$ cat src/rtl/arm_pkg.sv
// rtl/arm_pkg.sv - shared flag bit positions and condition encodings
// Imported by the status register unit and the ID-stage condition checker.
package arm_pkg;

  localparam int N_BIT = 3;
  localparam int Z_BIT = 2;
  localparam int C_BIT = 1;
  localparam int V_BIT = 0;

  localparam logic [3:0] COND_AL = 4'b1110;
  localparam logic [3:0] COND_NV = 4'b1111;

  // Single decode point so the hazard check and the condition checker cannot drift apart.
  function automatic logic cond_uses_flags(input logic [3:0] cond);
    return !((cond == COND_AL) || (cond == COND_NV));
  endfunction

endpackage

$ cat src/rtl/sr_unit.sv
// rtl/sr_unit.sv - status flag register with EX bypass and flag-writer hazard tracking
// Counts in-flight flag setters so the ID stage stalls until their flags are visible.
module sr_unit
  import arm_pkg::*;
#(
  parameter bit BYPASS = 1'b1,
  parameter int PEND_W = 2
) (
  input  logic       clk,
  input  logic       rst_n,
  input  logic       freeze,
  input  logic       flush,
  input  logic       id_issue,
  input  logic       id_s,
  input  logic [3:0] id_cond,
  input  logic       ex_valid,
  input  logic       ex_s,
  input  logic [3:0] ex_flags,
  input  logic       ex_busy,
  input  logic       msr_we,
  input  logic [3:0] msr_data,
  output logic [3:0] sr,
  output logic       flag_hazard
);

  localparam logic [PEND_W-1:0] PEND_MAX = '1;

  logic [3:0]        sr_q;
  logic [PEND_W-1:0] pend_q;
  logic [PEND_W-1:0] pend_d;
  logic              ex_live;
  logic              commit;
  logic              inc;
  logic              flag_use;
  logic              fwd_ok;

  assign ex_live  = ex_valid & ex_s & ~ex_busy;
  assign commit   = ex_live & ~freeze;
  assign inc      = id_issue & id_s & ~freeze & ~flush;
  assign flag_use = cond_uses_flags(id_cond);
  assign fwd_ok   = BYPASS & (pend_q == PEND_W'(1)) & ex_live;

  // Forwarding is masked during reset so sr reads the cleared register.
  assign sr          = (BYPASS && rst_n && ex_live) ? ex_flags : sr_q;
  assign flag_hazard = flag_use & (pend_q != '0) & ~fwd_ok;

  // The EX result is younger than the WB status write, so it wins a collision.
  always_ff @(posedge clk or negedge rst_n) begin
    if (!rst_n) begin
      sr_q <= 4'b0000;
    end else if (commit) begin
      sr_q <= ex_flags;
    end else if (msr_we) begin
      sr_q <= msr_data;
    end
  end

  always_comb begin
    pend_d = pend_q;
    if (!freeze && flush) begin
      pend_d = '0;
    end else if (inc && !commit) begin
      pend_d = (pend_q == PEND_MAX) ? pend_q : pend_q + PEND_W'(1);
    end else if (commit && !inc) begin
      pend_d = (pend_q == '0) ? pend_q : pend_q - PEND_W'(1);
    end
  end

  always_ff @(posedge clk or negedge rst_n) begin
    if (!rst_n) begin
      pend_q <= '0;
    end else begin
      pend_q <= pend_d;
    end
  end

  a_pend_overflow: assert property (@(posedge clk) disable iff (!rst_n)
    !(inc && !commit && (pend_q == PEND_MAX)));

  a_pend_underflow: assert property (@(posedge clk) disable iff (!rst_n)
    !(commit && !inc && !flush && (pend_q == '0)));

endmodule

$ cat config.mk
export PLATFORM = sky130hd
export DESIGN_NAME = sr_unit
export DESIGN_NICKNAME = d
export VERILOG_FILES = /design/src/rtl/arm_pkg.sv /design/src/rtl/sr_unit.sv
export SDC_FILE = /design/constraint.sdc
export NUM_CORES = 1
export LEC_CHECK = 0
export ABC_AREA = 0
export BUFFER_PORTS_ARGS = -buffer_cell sky130_fd_sc_hd__buf_2
export CELL_PAD_IN_SITES_DETAIL_PLACEMENT = 1
export CELL_PAD_IN_SITES_GLOBAL_PLACEMENT = 1
export CORE_MARGIN = 4
export CORE_UTILIZATION = 26
export DETAILED_ROUTE_END_ITERATION = 12
export PLACE_DENSITY_LB_ADDON = 0.1
export RECOVER_POWER = 100
export SETUP_SLACK_MARGIN = 0.05
export SYNTH_ARGS = -nofsm -noshare
export SYNTH_HDL_FRONTEND = slang
export SYNTH_SLANG_ARGS = --single-unit
$ cat constraint.sdc
create_clock -name clk -period 1.4 [get_ports clk]
set_input_delay 0.21 -clock clk [delete_from_list [all_inputs] [get_ports clk]]
set_output_delay 0.21 -clock clk [all_outputs]
set_load 0.02 [all_outputs]
==> results.sh, run 1 <==
export IMPL_outcome="finished with violations"
export IMPL_violations="setup timing"
export IMPL_grt_usage_pct=11.92
export IMPL_antenna_found_initial=0
export IMPL_synth_avg_cell_area_um2=9.514
export IMPL_grt_setup_unrepaired="true"
export IMPL_use_met2_pct=19.82
export IMPL_finalSetupViolCount=2
export IMPL_rrSetupSlack_ps=-160
export IMPL_powerDensity_mw_per_mm2=952.0
export IMPL_die_width_um=49.91
export IMPL_cp_cell_sequence="inv_2, ha_4, a31o_4, a21oi_2, buf_6"
export IMPL_yosys_warnings=0
export IMPL_clk_latency_ps=240
export IMPL_grt_pass1_vias=512
export IMPL_io_pins=27
export IMPL_placed_area_um2=651.9
export IMPL_synth_nets=73
export IMPL_antenna_diode_count=0
export IMPL_fin_crit_ps=1564
export IMPL_cap_violations=0
export IMPL_critPathBufInv=2
export IMPL_synth_area_top_cells="dfrtp_1, mux2i_1, mux2_2, ha_1, o21ai_0"
export IMPL_power_leakage_nw=0.3641
export IMPL_cpMaxStageDelayCell="dfrtp_1"
export IMPL_fp_dieArea_mm2=0.002491
export IMPL_crit_fanout=4
export IMPL_fin_crit_sh_pct=111.7
export IMPL_ant_nets=0
export IMPL_worst_ir_drop_vdd_v=0.0004594
export IMPL_worstSetupPathType="flop to primary output"
export IMPL_netlist_instances=48
export IMPL_clockPowerShare_pct=22.0
export IMPL_finalWorstSetupSlack_ps=-163.8
export IMPL_dr_pass1_iters=1
export IMPL_numCtsBuffers=3
export IMPL_critical_path_required_ps=1190
export IMPL_cpLargestDelayFamily="flip-flops"
export IMPL_grt_ovfl_total=0
export IMPL_fp_dieH_um=49.91
export IMPL_timing_hold_ws_ps=158.5
export IMPL_place_congestion=0.6855
export IMPL_critPathArrivalTime_ps=1350
export IMPL_ys_ff_latch=6
export IMPL_area_growth_pct=63.56
export IMPL_ys_async_sr_fraction_pct=100.0
export IMPL_finalHoldViolCount=0
export IMPL_htreeDepth=1
export IMPL_initial_core_util_pct=28.97
export IMPL_drc=0
export IMPL_drt_total_wl_um=1369
export IMPL_clockBufferDepth=2
export IMPL_cts_tree="built"
export IMPL_grt_pass1_wl_um=2221
export IMPL_core_mm2=0.001577
export IMPL_switching_share_pct=32.05
export IMPL_finish_net_count=112
export IMPL_grt_max_degree=9
export IMPL_use_met1_pct=13.84
export IMPL_seqPwrFrac_pct=30.6
export IMPL_slew_limit_headroom_pct=78.55
export IMPL_synth_edf_count=0
export IMPL_wl_per_cell_um=13.55
export IMPL_cts_root_buf="clkbuf_4"
export IMPL_pwr_share_comb_pct=47.4
export IMPL_drt_iter0_drc=0
export IMPL_ys_flop_type="dfrtp_1"
export IMPL_final_area_um2=747.0
export IMPL_clk_pin_slew_ps=40
export IMPL_synth_top_cell_area_share_pct=32.88
export IMPL_final_core_util_pct=47.38
export IMPL_fin_skew_ps=0.04027
export IMPL_viasPerCell=4.990
export IMPL_tightest_slew_ps=321.7
export IMPL_power_internal_w=0.0004832
export IMPL_drv_slew=0
export IMPL_busiest_layer="met2"
export IMPL_place_ws_ps=-79.50
export IMPL_max_freq_mhz=639.5
export IMPL_synth_cell_types=19
export IMPL_syn_area_um2=456.7
export IMPL_drive_gt1_share_pct=55.29
export IMPL_power_switching_w=0.0002279
export IMPL_synth_yosys_seq_area_share_pct=32.88
export IMPL_numPortBuffers=25
export IMPL_hp_class="input pin to flop"
export IMPL_cp_slowest_stage_delay_ps=420
export IMPL_finalSetupTns_ps=-324.5
export IMPL_synth_top_area_cell="dfrtp_1"
export IMPL_end_kind="primary output"
export IMPL_clock_sinks=6
export IMPL_startpoint_type="flop"
export IMPL_dr_total_vias=504
export IMPL_use_met3_pct=5.422
export IMPL_fp_row_count=14
export IMPL_hpwl_um=1120
-- cell usage after synthesis (2+ instances only) --
| cell type | count |
|---|---|
| dfrtp_1 | 6 |
| o21ai_0 | 5 |
| a21oi_1 | 3 |
| nand2_1 | 6 |
| ha_1 | 3 |
| inv_1 | 3 |
| and3b_1 | 2 |
| mux2_2 | 4 |
| mux2i_1 | 6 |
-- registers in the layout (all words and copies together) (netlist names) --
register and cells:
sr_q 4, pend_q 2
-- metal layers --
layer / part of all wire [%] / wire length, um
met3: 7.2 / 98
met1: 42 / 574
met2: 51 / 696
met5: 0 / 0
met4: 0 / 0
-- power groups by stage --
stage | clock, W | sequential [W] | combinational, W
floorplan | 0 | 0.000214 | 0.000143
global placement | 0 | 0.000218 | 0.000252
detailed placement | 0 | 0.000219 | 0.000261
CTS | 0.000164 | 0.000216 | 0.000318
global route | 0.000174 | 0.000220 | 0.000374
finish | 0.000156 | 0.000218 | 0.000337
-- cell usage in the layout (no fill, tap or decap), drive strengths merged --
cell,instances
a211oi,1
a21oi,3
a2bb2oi,1
a31o,1
and3b,2
and4b,1
buf,32
clkbuf,7
dfrtp,6
dlygate4sd3,1
ha,3
inv,3
mux2,4
mux2i,6
nand2,6
nor2b,1
o21ai,6
or4,1
-- layout make-up --
type                            instances  area (um2)
Fill cell                             198       829.5
Multi-Input combinational cell         36       320.3
Timing Repair Buffer                   37       222.7
Sequential cell                         6       150.1
Clock buffer                            3       22.52
Tap cell                               16       20.02
Inverter                                3       11.26
-- kinds of logic (layout without fill, tap and decap cells) --
kind of cell	Yosys count	after routing	share of synthesized area, %
flops	6	6	32.88
compound gates	12	12	15.34
simple gates	11	11	13.97
mux	10	10	23.01
buf+inv	6	43	6.573
fa+ha+maj	3	3	8.220
-- worst register-to-register path, stage by stage, from the launching register on --
cell and delay, ps:
dfrtp_1 420, buf_6 140, ha_4 140, and3b_1 190, mux2i_1 70, or4_1 410
o21ai_1 100
-- stage by stage --
step                std cells   power, W
finish                    101  0.0007111
global route              101  0.0007687
CTS                       101  0.0006987
detailed placement         94  0.0004797
global placement           94  0.0004705
floorplan                  48  0.0003574
-- path summary, 6_finish.rpt --
path,depth (start not counted),end,from
max,5,flag_hazard,pend_q[0]
max reg2reg,6,pend_q[0],pend_q[0]
min,2,pend_q[1],flush
max in group asynchronous,3,pend_q[0],rst_n
min reg2reg,2,sr_q[1],sr_q[1]
min in group asynchronous,3,sr_q[3],rst_n
-- what timing repair did --
item,4_1_cts,5_1_grt
endpoints found under the setup margin,7,7
endpoints found under the hold margin,6,0
buffers inserted,3,0
resized for setup,6,9
hold buffers,1,0
pin swaps,1,4
(Power assumes the default switching activity.)
==> run 2: changes to the inputs <==
--- a/config.mk
+++ b/config.mk
@@ -12,7 +12,7 @@
 export CORE_MARGIN = 4
 export CORE_UTILIZATION = 26
 export DETAILED_ROUTE_END_ITERATION = 12
-export PLACE_DENSITY_LB_ADDON = 0.1
+export PLACE_DENSITY = 0.82
 export RECOVER_POWER = 100
 export SETUP_SLACK_MARGIN = 0.05
 export SYNTH_ARGS = -nofsm -noshare
==> results.sh, run 2 (synthesized netlist as in run 1, its figures left out) <==
export IMPL_outcome="finished with violations"
export IMPL_violations="setup timing"
export IMPL_largest_reg_flops=4
export IMPL_critPathArrivalTime_ps=1710
export IMPL_multi_input_area_um2=350.3
export IMPL_top_regs="sr_q: 4 flops, pend_q: 2 flops"
export IMPL_viasPerCell=4.851
export IMPL_htreeDepth=1
export IMPL_core_mm2=0.001577
export IMPL_fp_row_count=14
export IMPL_io_pins=27
export IMPL_antenna_found_initial=0
export IMPL_dr_total_vias=490
export IMPL_cp_slowest_stage_delay_ps=410
export IMPL_startpoint_type="flop"
export IMPL_grt_ovfl_total=0
export IMPL_fin_skew_ps=0.009048
export IMPL_ant_nets=0
export IMPL_finalSetupTns_ps=-347.0
export IMPL_numPortBuffers=25
export IMPL_drt_total_wl_um=1516
export IMPL_fin_crit_sh_pct=110.4
export IMPL_power_leakage_nw=0.3979
export IMPL_finalWorstSetupSlack_ps=-145.0
export IMPL_clock_sinks=6
export IMPL_wl_per_cell_um=15.01
export IMPL_final_cell_mix="buf_2, buf_4, mux2i_1, dfrtp_1, nand2_1"
export IMPL_crit_fanout=3
export IMPL_final_common_cell="buf_2"
export IMPL_hp_class="input pin to flop"
export IMPL_critical_path_required_ps=1560
export IMPL_finalSetupViolCount=3
export IMPL_seqCellArea_um2=150.1
export IMPL_finalHoldViolCount=0
export IMPL_clockBufferDepth=2
export IMPL_tightest_slew_ps=339.5
export IMPL_end_kind="flop"
export IMPL_grt_max_degree=9
export IMPL_hpwl_um=1081
export IMPL_place_congestion=0.7774
export IMPL_max_freq_mhz=647.3
export IMPL_die_width_um=49.91
export IMPL_fin_crit_ps=1545
export IMPL_numCtsBuffers=3
export IMPL_powerDensity_mw_per_mm2=941.9
export IMPL_initial_core_util_pct=28.97
export IMPL_drc=0
export IMPL_cap_violations=0
export IMPL_finish_net_count=112
export IMPL_fillers=194
export IMPL_cts_root_buf="clkbuf_4"
export IMPL_cp_cell_sequence="buf_6, ha_4, and3b_1, mux2i_1, or4_1, o21ai_1"
export IMPL_drt_iter0_drc=0
export IMPL_fp_dieH_um=49.91
export IMPL_dr_pass1_iters=1
export IMPL_regMostFlops="sr_q"
export IMPL_place_ws_ps=-135.2
export IMPL_drive_gt1_share_pct=58.82
export IMPL_worstSetupPathType="flop to flop"
export IMPL_cts_tree="built"
export IMPL_critPathBufInv=1
export IMPL_worst_ir_drop_vdd_v=0.0003831
export IMPL_drv_slew=0
export IMPL_slew_limit_headroom_pct=77.37
export IMPL_area_growth_pct=73.15
export IMPL_cpLargestDelayFamily="simple AND/OR/NAND/NOR gates"
export IMPL_clk_latency_ps=240
export IMPL_grt_setup_unrepaired="true"
export IMPL_antenna_diode_count=0
export IMPL_grt_usage_pct=12.05
export IMPL_grt_pass1_wl_um=2145
export IMPL_cpMaxStageDelayCell="dfrtp_1"
export IMPL_fp_dieArea_mm2=0.002491
export IMPL_grt_pass1_vias=531
export IMPL_clk_pin_slew_ps=40
[run 2: changes by cell type in the layout (fill, tap and decap cells not counted), sizes merged]
cell    previous run  this run
buf               32        33
clkbuf             7         6
[run 2: area by class of cell]
type                            instances  share of cell area [%]
Sequential cell                         6                   18.99
Inverter                                3                   1.424
Clock buffer                            3                   2.848
Tap cell                               16                   2.532
Multi-Input combinational cell         36                   44.30
Timing Repair Buffer                   37                   29.91
[run 2: metal layers]
layer | vias to the layer above | part of all wire, % | global-route usage [%]
met5 | - | 0 | 0
met4 | 0 | 1.4 | 8.295
met2 | 15 | 57 | 22.25
met1 | 227 | 37 | 10.75
met3 | 2 | 4.4 | 4.217
li1 | 246 | - | -
[run 2: worst paths after layout]
path                            from   endpoint  slack (ps)  cells after the start
max reg2reg                pend_q[1]  pend_q[0]        -140                      6
min reg2reg                  sr_q[3]    sr_q[3]         570                      2
max                        pend_q[1]  pend_q[0]        -140                      6
min                            flush  pend_q[1]         160                      2
max in group asynchronous      rst_n    sr_q[3]         560                      3
min in group asynchronous      rst_n    sr_q[0]         580                      3
[run 2: what timing repair did]
action                                  in CTS  in global routing
hold buffers                                 1                  0
endpoints found under the hold margin        6                  0
buffers inserted                             4                  0
pin swaps                                    0                  5
resized for setup                            2                 23
endpoints found under the setup margin       7                  7
[run 2: per-stage QoR]
stage          cells   power, W  area (um2)  util [%]  hold slack, ps
2_1_floorplan     48  0.0003574       465.4         -          -85.59
3_3_place_gp      93  0.0004548       644.4     40.87           127.3
3_5_place_dp      93  0.0004679       644.4     40.87           124.0
4_1_cts          101  0.0006672       711.9     45.16           180.8
5_1_grt          101  0.0007967       790.8     50.16           160.6
6_report         101  0.0007448       790.8     50.16           164.1
[run 2: where the power goes]
part / leakage [nW] / switching [W] / internal (W)
registers: 0.0741 / 0.0000200 / 0.000198
clock network: 0.0138 / 0.0000606 / 0.0000968
logic: 0.310 / 0.000159 / 0.000210
